### config.mk
export PLATFORM = sky130hd
export DESIGN_NAME = pulse_period_decoder
export DESIGN_NICKNAME = d
export VERILOG_FILES = /design/src/rtl/pulse_period_decoder.sv
export SDC_FILE = /design/constraint.sdc
export NUM_CORES = 1
export LEC_CHECK = 0
export ABC_AREA = 1
export CAP_MARGIN = 20
export CORE_MARGIN = 2
export CORE_UTILIZATION = 57
export CTS_CLUSTER_SIZE = 10
export DETAILED_ROUTE_END_ITERATION = 8
export HOLD_SLACK_MARGIN = 0.15
export PLACE_DENSITY = 0.8
export SYNTH_ARGS = -nofsm -noshare
export SYNTH_HDL_FRONTEND = slang
export SYNTH_SLANG_ARGS = --single-unit
### constraint.sdc
create_clock -name clk -period 3.1 [get_ports clk]
set_clock_uncertainty 0.2 [all_clocks]
set_input_delay 0.465 -clock clk [delete_from_list [all_inputs] [get_ports clk]]
set_output_delay 0.465 -clock clk [all_outputs]
set_load 0.005 [all_outputs]
### src/rtl/pulse_period_decoder.sv
// Recovers the load value of a terminal-count pulse stream from its edge-to-edge period,
// with lock detection on repeated equal measurements and a timeout on a stalled stream.
module pulse_period_decoder #(
    parameter int unsigned WIDTH      = 4,
    parameter int unsigned LOCK_COUNT = 2
) (
    input  logic             clk,
    input  logic             rst,
    input  logic             pulse_i,
    output logic [WIDTH-1:0] value_o,
    output logic             valid_o,
    output logic             locked_o,
    output logic             err_o
);

    typedef enum logic [1:0] {StIdle, StMeasure, StLocked} state_e;

    localparam logic [WIDTH:0] CntMax   = {1'b1, {WIDTH{1'b0}}};
    localparam logic [WIDTH:0] CntOne   = (WIDTH + 1)'(1);
    localparam logic [3:0]     LockThr  = 4'(LOCK_COUNT);
    localparam logic [3:0]     MatchMax = 4'd15;

    state_e           state_q, state_d;
    logic [WIDTH:0]   cnt_q, cnt_d;
    logic [3:0]       match_q, match_d;
    logic             pulse_q, pulse_d;
    logic [WIDTH-1:0] value_q, value_d;
    logic             valid_q, valid_d;
    logic             locked_q, locked_d;
    logic             err_q, err_d;

    logic             pulse_edge;
    logic [WIDTH:0]   meas;
    logic [WIDTH-1:0] meas_val;
    logic [3:0]       match_inc;

    assign pulse_edge = pulse_i & ~pulse_q;
    assign meas       = cnt_q - CntOne;
    assign meas_val   = meas[WIDTH-1:0];
    assign match_inc  = (match_q == MatchMax) ? MatchMax : match_q + 4'd1;

    always_comb begin
        state_d  = state_q;
        cnt_d    = cnt_q;
        match_d  = match_q;
        pulse_d  = pulse_i;
        value_d  = value_q;
        valid_d  = 1'b0;
        locked_d = locked_q;
        err_d    = 1'b0;

        case (state_q)
            StIdle: begin
                // First edge only starts the period count.
                if (pulse_edge) begin
                    cnt_d   = CntOne;
                    state_d = StMeasure;
                end
            end
            StMeasure, StLocked: begin
                cnt_d = cnt_q + CntOne;
                // An edge arriving at the full count still counts as a measurement.
                if (pulse_edge) begin
                    value_d  = meas_val;
                    valid_d  = 1'b1;
                    cnt_d    = CntOne;
                    match_d  = (meas_val == value_q && match_q != 4'd0) ? match_inc : 4'd1;
                    locked_d = (match_d >= LockThr);
                    state_d  = locked_d ? StLocked : StMeasure;
                end else if (cnt_q == CntMax) begin
                    err_d    = 1'b1;
                    locked_d = 1'b0;
                    match_d  = 4'd0;
                    cnt_d    = '0;
                    state_d  = StIdle;
                end
            end
            default: begin
                state_d = StIdle;
            end
        endcase
    end

    always_ff @(posedge clk or negedge rst) begin
        if (!rst) begin
            state_q  <= StIdle;
            cnt_q    <= '0;
            match_q  <= 4'd0;
            pulse_q  <= 1'b0;
            value_q  <= '0;
            valid_q  <= 1'b0;
            locked_q <= 1'b0;
            err_q    <= 1'b0;
        end else begin
            state_q  <= state_d;
            cnt_q    <= cnt_d;
            match_q  <= match_d;
            pulse_q  <= pulse_d;
            value_q  <= value_d;
            valid_q  <= valid_d;
            locked_q <= locked_d;
            err_q    <= err_d;
        end
    end

    assign value_o  = value_q;
    assign valid_o  = valid_q;
    assign locked_o = locked_q;
    assign err_o    = err_q;

endmodule
======== Yosys cells after proc, flatten, opt, wreduce, memory -nomap -nowiden ========
Cells that the tools add are included.
operators by class
  multiplexer cells ....................... 20
  reductions and logical operators ........ 10
  eq/ne operators ......................... 7
  order comparisons ....................... 1
  bitwise logic cells ..................... 2
  $add $sub $neg .......................... 3
operators with widths
  kind                                                               number
  2-to-1 mux 4 bit                                                   4
  2-to-1 mux 5 bit                                                   3
  case mux 5 bit (2 select lines)                                    1
  2-to-1 mux 2 bit                                                   4
  AND reduction 2 bit                                                4
  2-to-1 mux 1 bit                                                   7
  adder 5 x 1 -> 5 bit, second input constant                        1
  equality test 5 bit, second input constant                         1
  adder 4 x 1 -> 4 bit, second input constant                        1
  equality test 4 bit                                                1
  equality test 4 bit, second input constant                         1
  greater-or-equal comparator 4 x 2 -> 1 bit, second input constant  1
  case mux 2 bit (2 select lines)                                    1
  nonzero test 2 bit                                                 2
  nonzero test 4 bit                                                 1
  subtractor 4 x 1 -> 4 bit, second input constant                   1
  inequality test 3 bit, second input constant                       1
  equality test 2 x 1 -> 1 bit, second input constant                1
  equality test 2 bit, second input constant                         1
  zero test 2 bit                                                    1
  inequality test 2 bit, second input constant                       1
  OR reduction 2 bit                                                 1
  bitwise AND 1 bit                                                  1
  logical AND 1 bit                                                  1
  inverter 1 bit                                                     1
word-level totals
  output and inout port bits .............. 7
  flip-flop bits (word level) ............. 19
  word-level logic and storage cells ...... 51
  bits of input ports ..................... 3

======== Depth between registers and ports, before layout ========
Gate-level depths: netlist of the first run.
  depth in word-level cells ............... 8
  depth in mapped cells ................... 12
  mapped depth without buffers ............ 12

======== Worst setup path before layout of the first run ========
Ideal clock, no wire load.
  path kind ............................... register to register
  from .................................... register cnt_q[1]
  to ...................................... register state_q[0]
  clock period less this slack ............ 1.899 ns
  slack ................................... 1.201 ns
  cell stages (with the launch flop) ...... 13
  arrival time ............................ 1.583 ns
  data required time ...................... 2.783 ns
  buffers on the path ..................... 0
  cell sequence ........................... dfrtp_1 inv_1 ha_1 inv_1 nand2_1 nand2_1 nand3_2 nor2_8 nand3_2 nand3_1 nand2_1 nand2_1 nand2_1
on the way
  cells in the longest elaborated chain, start to end .. 8
  elaborated cells on any way between the ends .. 11
RTL lines
  what                                        RTL line  RTL
  start, declared                             24        logic [WIDTH:0] cnt_q, cnt_d;
  start signal, assigned                      96        cnt_q <= cnt_d;
  subtractor 4 x 1 -> 4 bit                   38        assign meas = cnt_q - CntOne;
  equality test 4 bit                         67        match_d = (meas_val == value_q && match_q != 4'd0) ? match_inc : 4'd1;
  logical AND 1 bit                           67
  2-to-1 mux 4 bit                            67
  greater-or-equal comparator 4 x 2 -> 1 bit  68        locked_d = (match_d >= LockThr);
  2-to-1 mux 2 bit                            69        state_d = locked_d ? StLocked : StMeasure;
  2-to-1 mux 2 bit                            63        if (pulse_edge) begin
  case mux 2 bit (2 select lines)             52        case (state_q)
  end signal, assigned                        86        state_q <= StIdle;
  end signal, assigned                        95        state_q <= state_d;
  end, declared                               23        state_e state_q, state_d;
Several ways; a longest one is shown, not always the timed one.
A chain may end at the register's enable or synchronous reset.

======== Worst setup path after layout of the first run ========
Ends and elaborated chain as after synthesis.

==> flow_summary.ini, run 1 <==
[status]
status = finished, final reports clean

[routing]
drt-met1-wl_mm = 1.044
wl_met3_microns = 54
postRouteAntennaNets = 0
via_per_inst = 5.266
drt_wl_total_mm = 2.160
met2_length_mm = 1.037
vias = 932
highest_layer = met4
drt_iter0_drc = 14
drc = 0
routedWlPerCell_microns = 12.20
firstDrtPassIters = 4

[sta]
period_share_pct = 66.32
fmax_mhz = 486.4
relSlewSlack_pct = 42.40
fin_tns_setup_ps = 0
whs_ps = 289.0
setup-violations-final = 0
period_minus_slack_ps = 2056
rsz0062_at_grt = no
maxSlewViolCount = 0
tightest_slew_ps = 861.3
hold_viol = 0

[critical_path]
worst_ep_arrival_time_ps = 2070
slowest_stage = dfrtp_1
worstPathRequired_ps = 3110
path_cells = inv_1 -> ha_1 -> inv_1 -> nand2_1 -> nand2_1 -> nand3_2 -> nor2_8 -> nand3_2 -> nand3_1 -> nand2_1 -> nand2_1 -> nand2_1
critPathLaunch = cnt_q[1]
path_buf_inv = 2
timing.rr.start = cnt_q[1]
slowest_delay_ps = 500
end_kind = flop
reg2reg_to = state_q[0]
worstRegToRegCells = 12
cp_max_fo = 5
worst-setup-path-type = flop to flop
cp-start-kind = flop
crit_family = simple AND/OR/NAND/NOR gates
rrSetupSlack_ps = 1040
path_common_cell = nand2_1

[yosys]
syn_nets = 149
synth_cells = 139
ys_ff_latch = 19
async_flop_share_pct = 100.0
yosysUniqueCellTypes = 27
yosysTopAreaCellShare_pct = 39.05
ys_warn_count = 0
seq_area_frac_synth_pct = 39.05
mappedNetlistArea_sq_mm = 0.001217
syn_area_per_cell_sq_um = 8.758
synth_top_cell_by_area = dfrtp_1
yosysMostFrequentCell = nand2_1
synth_edf_count = 0
netlist_top_cells_area = dfrtp_1 (39%), ha_1 (7.2%), nand2_1 (6.5%), inv_1 (5.2%), nand3_2 (4.9%)
yosys-top-cells-count = nand2_1 (21), dfrtp_1 (19), inv_1 (17), nor2_1 (11), nand3_1 (8)
synth_ff_type = dfrtp_1

[finish]
design_area_sq_mm = 0.001351
antenna_cells = 0
layout.nets = 161
area_growth_pct = 11.00
drive_above_1_share_pct = 22.67

[pwr]
cellLeakagePower_nw = 0.6463
power_switching_uw = 531.9
intPower_uw = 633.9
p_clk_share_pct = 11.2
power_density_mw_per_mm2 = 862.7
vdd_drop_max_mv = 0.4624
comb_power_share_pct = 54.9
finalPower_mw = 1.166
p_seq_share_pct = 33.9
swShare_pct = 45.62

[placement]
post-dp-hpwl_mm = 1.668
gp_congestion = 0.8347
port_buffers = 9
dpl-instance-area_sq_mm = 0.001325

[clocking]
post_cts_resized = 0
clock_sinks = 19
numCtsBuffers = 3
root_buffer = clkbuf_4
cts_hold_buf = 0
clk_pin_slew_ps = 110
post_cts_buffers = 0
clock_latency_ps = 300
cts_tree = done
clk_path_buf_depth = 2
htreeDepth = 1

[floorplan]
die_h_microns = 50.22
num_io_pins = 10
initial_core_util_pct = 61.43
coreArea_sq_mm = 0.001982
die_area_sq_mm = 0.002522
fp-row-count = 16
die_x_microns = 50.22

[global_routing]
grt_overflow_total = 0
antenna_found_initial = 0
grt_use_total_pct = 20.80
grt_pass1_wl_mm = 3.995
grt_max_degree = 20
grt_pass1_vias = 903

[min_path]
holdCritPathClass = flop to flop
hold_path_depth = 2
holdCritStartpoint = locked_o
whs_endpoint = locked_o

[flow_run]
drv_cap = 0
## layout make-up
cell class,instances,area [sq um]
well taps,27,33.78
repair buffers,9,90.09
fillers,159,630.6
multi-input cells,94,630.6
inverters,24,95.09
clock buffers,4,26.28
flip-flops and latches,19,475.5
## cells in the final DEF, fill, tap and decap left out, drive strengths merged, types with 2 or more instances in the layout
cell type	count
nand4	5
ha	7
clkdlybuf4s50	9
dfrtp	19
o22ai	4
o21ai	10
nand2	30
inv	24
nor2	15
a21oi	4
xor2	2
clkbuf	4
nand3	14
## cells by family (layout without fill, tap and decap cells)
group                    after synthesis  count (layout)  synth area share [%]
AND/OR/NAND/NOR                       66              66                 32.58
flip-flops                            19              19                 39.05
XOR/XNOR                               2               2                 1.439
adder cells (fa/ha/maj)                7               7                 7.194
AO/OA/AOI/OAI                         19              19                 10.59
buffers and inverters                 26              37                 9.146
## power by group through the flow
stage / Sequential, mW / Combinational, mW / Clock (mW)
2_1_floorplan: 0.381 / 0.516 / 0
3_5_place_dp: 0.400 / 0.645 / 0
5_1_grt: 0.407 / 0.720 / 0.141
6_report: 0.395 / 0.640 / 0.130
4_1_cts: 0.395 / 0.648 / 0.135
3_3_place_gp: 0.398 / 0.629 / 0
## worst max path at each step
stage                      end  cells after the start
CTS                 state_q[0]                     12
global placement      cnt_q[3]                      8
detailed placement    cnt_q[3]                      8
global route        state_q[0]                     12
floorplan           state_q[0]                     12
finish              state_q[0]                     12
## layer usage
layer	global-route usage (%)	up-vias
met5	0	-
met4	9.722	0
met3	2.679	2
met2	32.89	12
met1	28.24	445
li1	-	473
## worst reg2reg max path, cell delays in order (launching register included)
cell and delay, ps:
dfrtp_1 500, inv_1 120, ha_1 320, inv_1 80, nand2_1 50, nand2_1 70
nand3_2 120, nor2_8 140, nand3_2 120, nand3_1 100, nand2_1 50, nand2_1 50
nand2_1 40
## flip-flops by register name, indices dropped and copies added (netlist names)
name      cells
locked_o      1
state_q       2
valid_o       1
cnt_q         5
err_o         1
match_q       4
value_o       4
pulse_q       1
## metrics by stage
stage / worst slack (ps) / util [%] / std cells
floorplan: 1201 / - / 139
global route: 889.8 / 68.18 / 177
CTS: 1035 / 68.18 / 177
detailed placement: 975.1 / 66.86 / 173
global placement: 1016 / 66.86 / 173
finish: 1044 / 68.18 / 177
(Power assumes the default switching activity.)
==> run 2: changes to the inputs <==
CORE_UTILIZATION = 51   (was 57)
PLACE_DENSITY = 0.75   (was 0.8)
clock period = 1.85 ns   (was 3.1 ns; I/O delays follow)
==> flow_summary.ini, run 2 (synthesized netlist as in run 1, its figures left out) <==
[status]
status = finished, final reports clean

[global_routing]
grt_pass1_wl_mm = 4.043
grt_max_degree = 20
antenna_found_initial = 0
grt_pass1_vias = 961
grt_overflow_total = 0
grt_use_total_pct = 19.64

[floorplan]
die_area_sq_mm = 0.002794
die_x_microns = 52.86
fp-row-count = 17
num_io_pins = 10
coreArea_sq_mm = 0.002233
initial_core_util_pct = 54.51
die_h_microns = 52.86

[finish]
antenna_cells = 0
stdcell_count = 194
regMostFlops = cnt_q
fillers = 184
largest_reg_flops = 5
utilization_pct = 68.96
drive_above_1_share_pct = 36.14
design_area_sq_mm = 0.001540
layout_commonest_cell = nand2_1
area_growth_pct = 26.52
layout.nets = 177
final_cell_mix = nand2_1 (19), dfrtp_1 (18), buf_4 (15)

[critical_path]
worst-setup-path-type = flop to flop
cp_max_fo = 4
rrSetupSlack_ps = 80
worstRegToRegCells = 12
end_kind = flop
reg2reg_to = state_q[0]
path_cells = inv_2 -> ha_4 -> inv_2 -> nand2_2 -> nand2_2 -> nand3_4 -> nor2_8 -> o211ai_4 -> nand3_2 -> nand2_1 -> nand2_1 -> nand2_1
path_buf_inv = 2
critPathLaunch = cnt_q[1]
slowest_delay_ps = 420
path_common_cell = nand2_1
slowest_stage = dfrtp_2
path_depth = 12
cp-start-kind = flop
timing.rr.start = cnt_q[1]
critPathCapture = state_q[0]
crit_family = simple AND/OR/NAND/NOR gates
worst_ep_arrival_time_ps = 1760
worstPathRequired_ps = 1840

[placement]
dp.cells = 186
dp_slack_ps = -68.07
dpl-instance-area_sq_mm = 0.001418
gp_congestion = 0.8414
post-dp-hpwl_mm = 1.888
port_buffers = 9

[min_path]
hold_path_depth = 1
holdCritPathClass = input pin to flop

[clocking]
clock_latency_ps = 280
clk_path_buf_depth = 2
clk_pin_slew_ps = 110
root_buffer = clkbuf_4
cts_tree = done
numCtsBuffers = 3
htreeDepth = 1
clock_sinks = 19

[routing]
postRouteAntennaNets = 0
routedWlPerCell_microns = 12.85
drc = 0
drt_wl_total_mm = 2.492
firstDrtPassIters = 4
vias = 993
drt_iter0_drc = 9
via_per_inst = 5.119

[sta]
hold_viol = 0
fmax_mhz = 563.8
maxSlewViolCount = 0
setup-violations-final = 0
fin_tns_setup_ps = 0
whs_ps = 244.5
tightest_slew_ps = 526.8
setup_slack_ps = 76.40
period_share_pct = 95.87
rsz0062_at_grt = yes
period_minus_slack_ps = 1774
relSlewSlack_pct = 64.51

[flow_run]
drv_cap = 0

[pwr]
cellLeakagePower_nw = 0.7210
power_density_mw_per_mm2 = 1499
finalPower_mw = 2.309
vdd_drop_max_mv = 0.7323
## run 2: cell types whose count changed in the layout (fill, tap and decap cells not counted), moves of 2 or more
cell,delta
nand2_1,-2
buf_4,+15
inv_2,+3
ha_1,-2
inv_1,-3
nand2_2,+2
nand3_4,+2
## run 2: worst min path at each step
stage          slack, ps       end      from
2_1_floorplan       -220  cnt_q[0]       rst
3_3_place_gp         260  locked_o  locked_o
3_5_place_dp         280  locked_o  locked_o
4_1_cts              240   pulse_q   pulse_i
5_1_grt              250   pulse_q   pulse_i
6_report             240   pulse_q   pulse_i
## run 2: cell type report
class                           count  area (sq um)  share of cell area [%]
Timing Repair Buffer               25         212.7                   13.81
Tap cell                           28         35.03                   2.275
Inverter                           24         95.09                   6.174
Sequential cell                    19         476.7                   30.95
Multi-Input combinational cell     94         694.4                   45.09
Clock buffer                        4         26.28                   1.706
## run 2: repair_timing
| action | in CTS | in global routing |
|---|---|---|
| hold buffers | 1 | 0 |
| endpoints found under the setup margin | 1 | 10 |
| hold endpoints to repair | 19 | 0 |
| gates resized for setup | 0 | 14 |
| buffers inserted | 1 | 2 |
| pin swaps | 0 | 7 |
## run 2: worst register-to-register path: stages (launching register included)
cell and delay, ps:
dfrtp_2 420, inv_2 90, ha_4 210, inv_2 60, nand2_2 50, nand2_2 80
nand3_4 90, nor2_8 160, o211ai_4 100, nand3_2 70, nand2_1 40, nand2_1 50
nand2_1 50
## run 2: per-layer routing
metal / vias up / GRT usage [%] / wire [microns]
met5: - / 0 / 0
met4: 0 / 3.846 / 27
met3: 4 / 2.542 / 47
met2: 11 / 35.83 / 1301
met1: 476 / 24.68 / 1117
li1: 502 / - / -
## run 2: where the power goes
part	internal, mW	switching, mW	leakage, nW
Sequential	0.534	0.116	0.247
Combinational	0.653	0.800	0.459
Clock	0.0835	0.122	0.0150
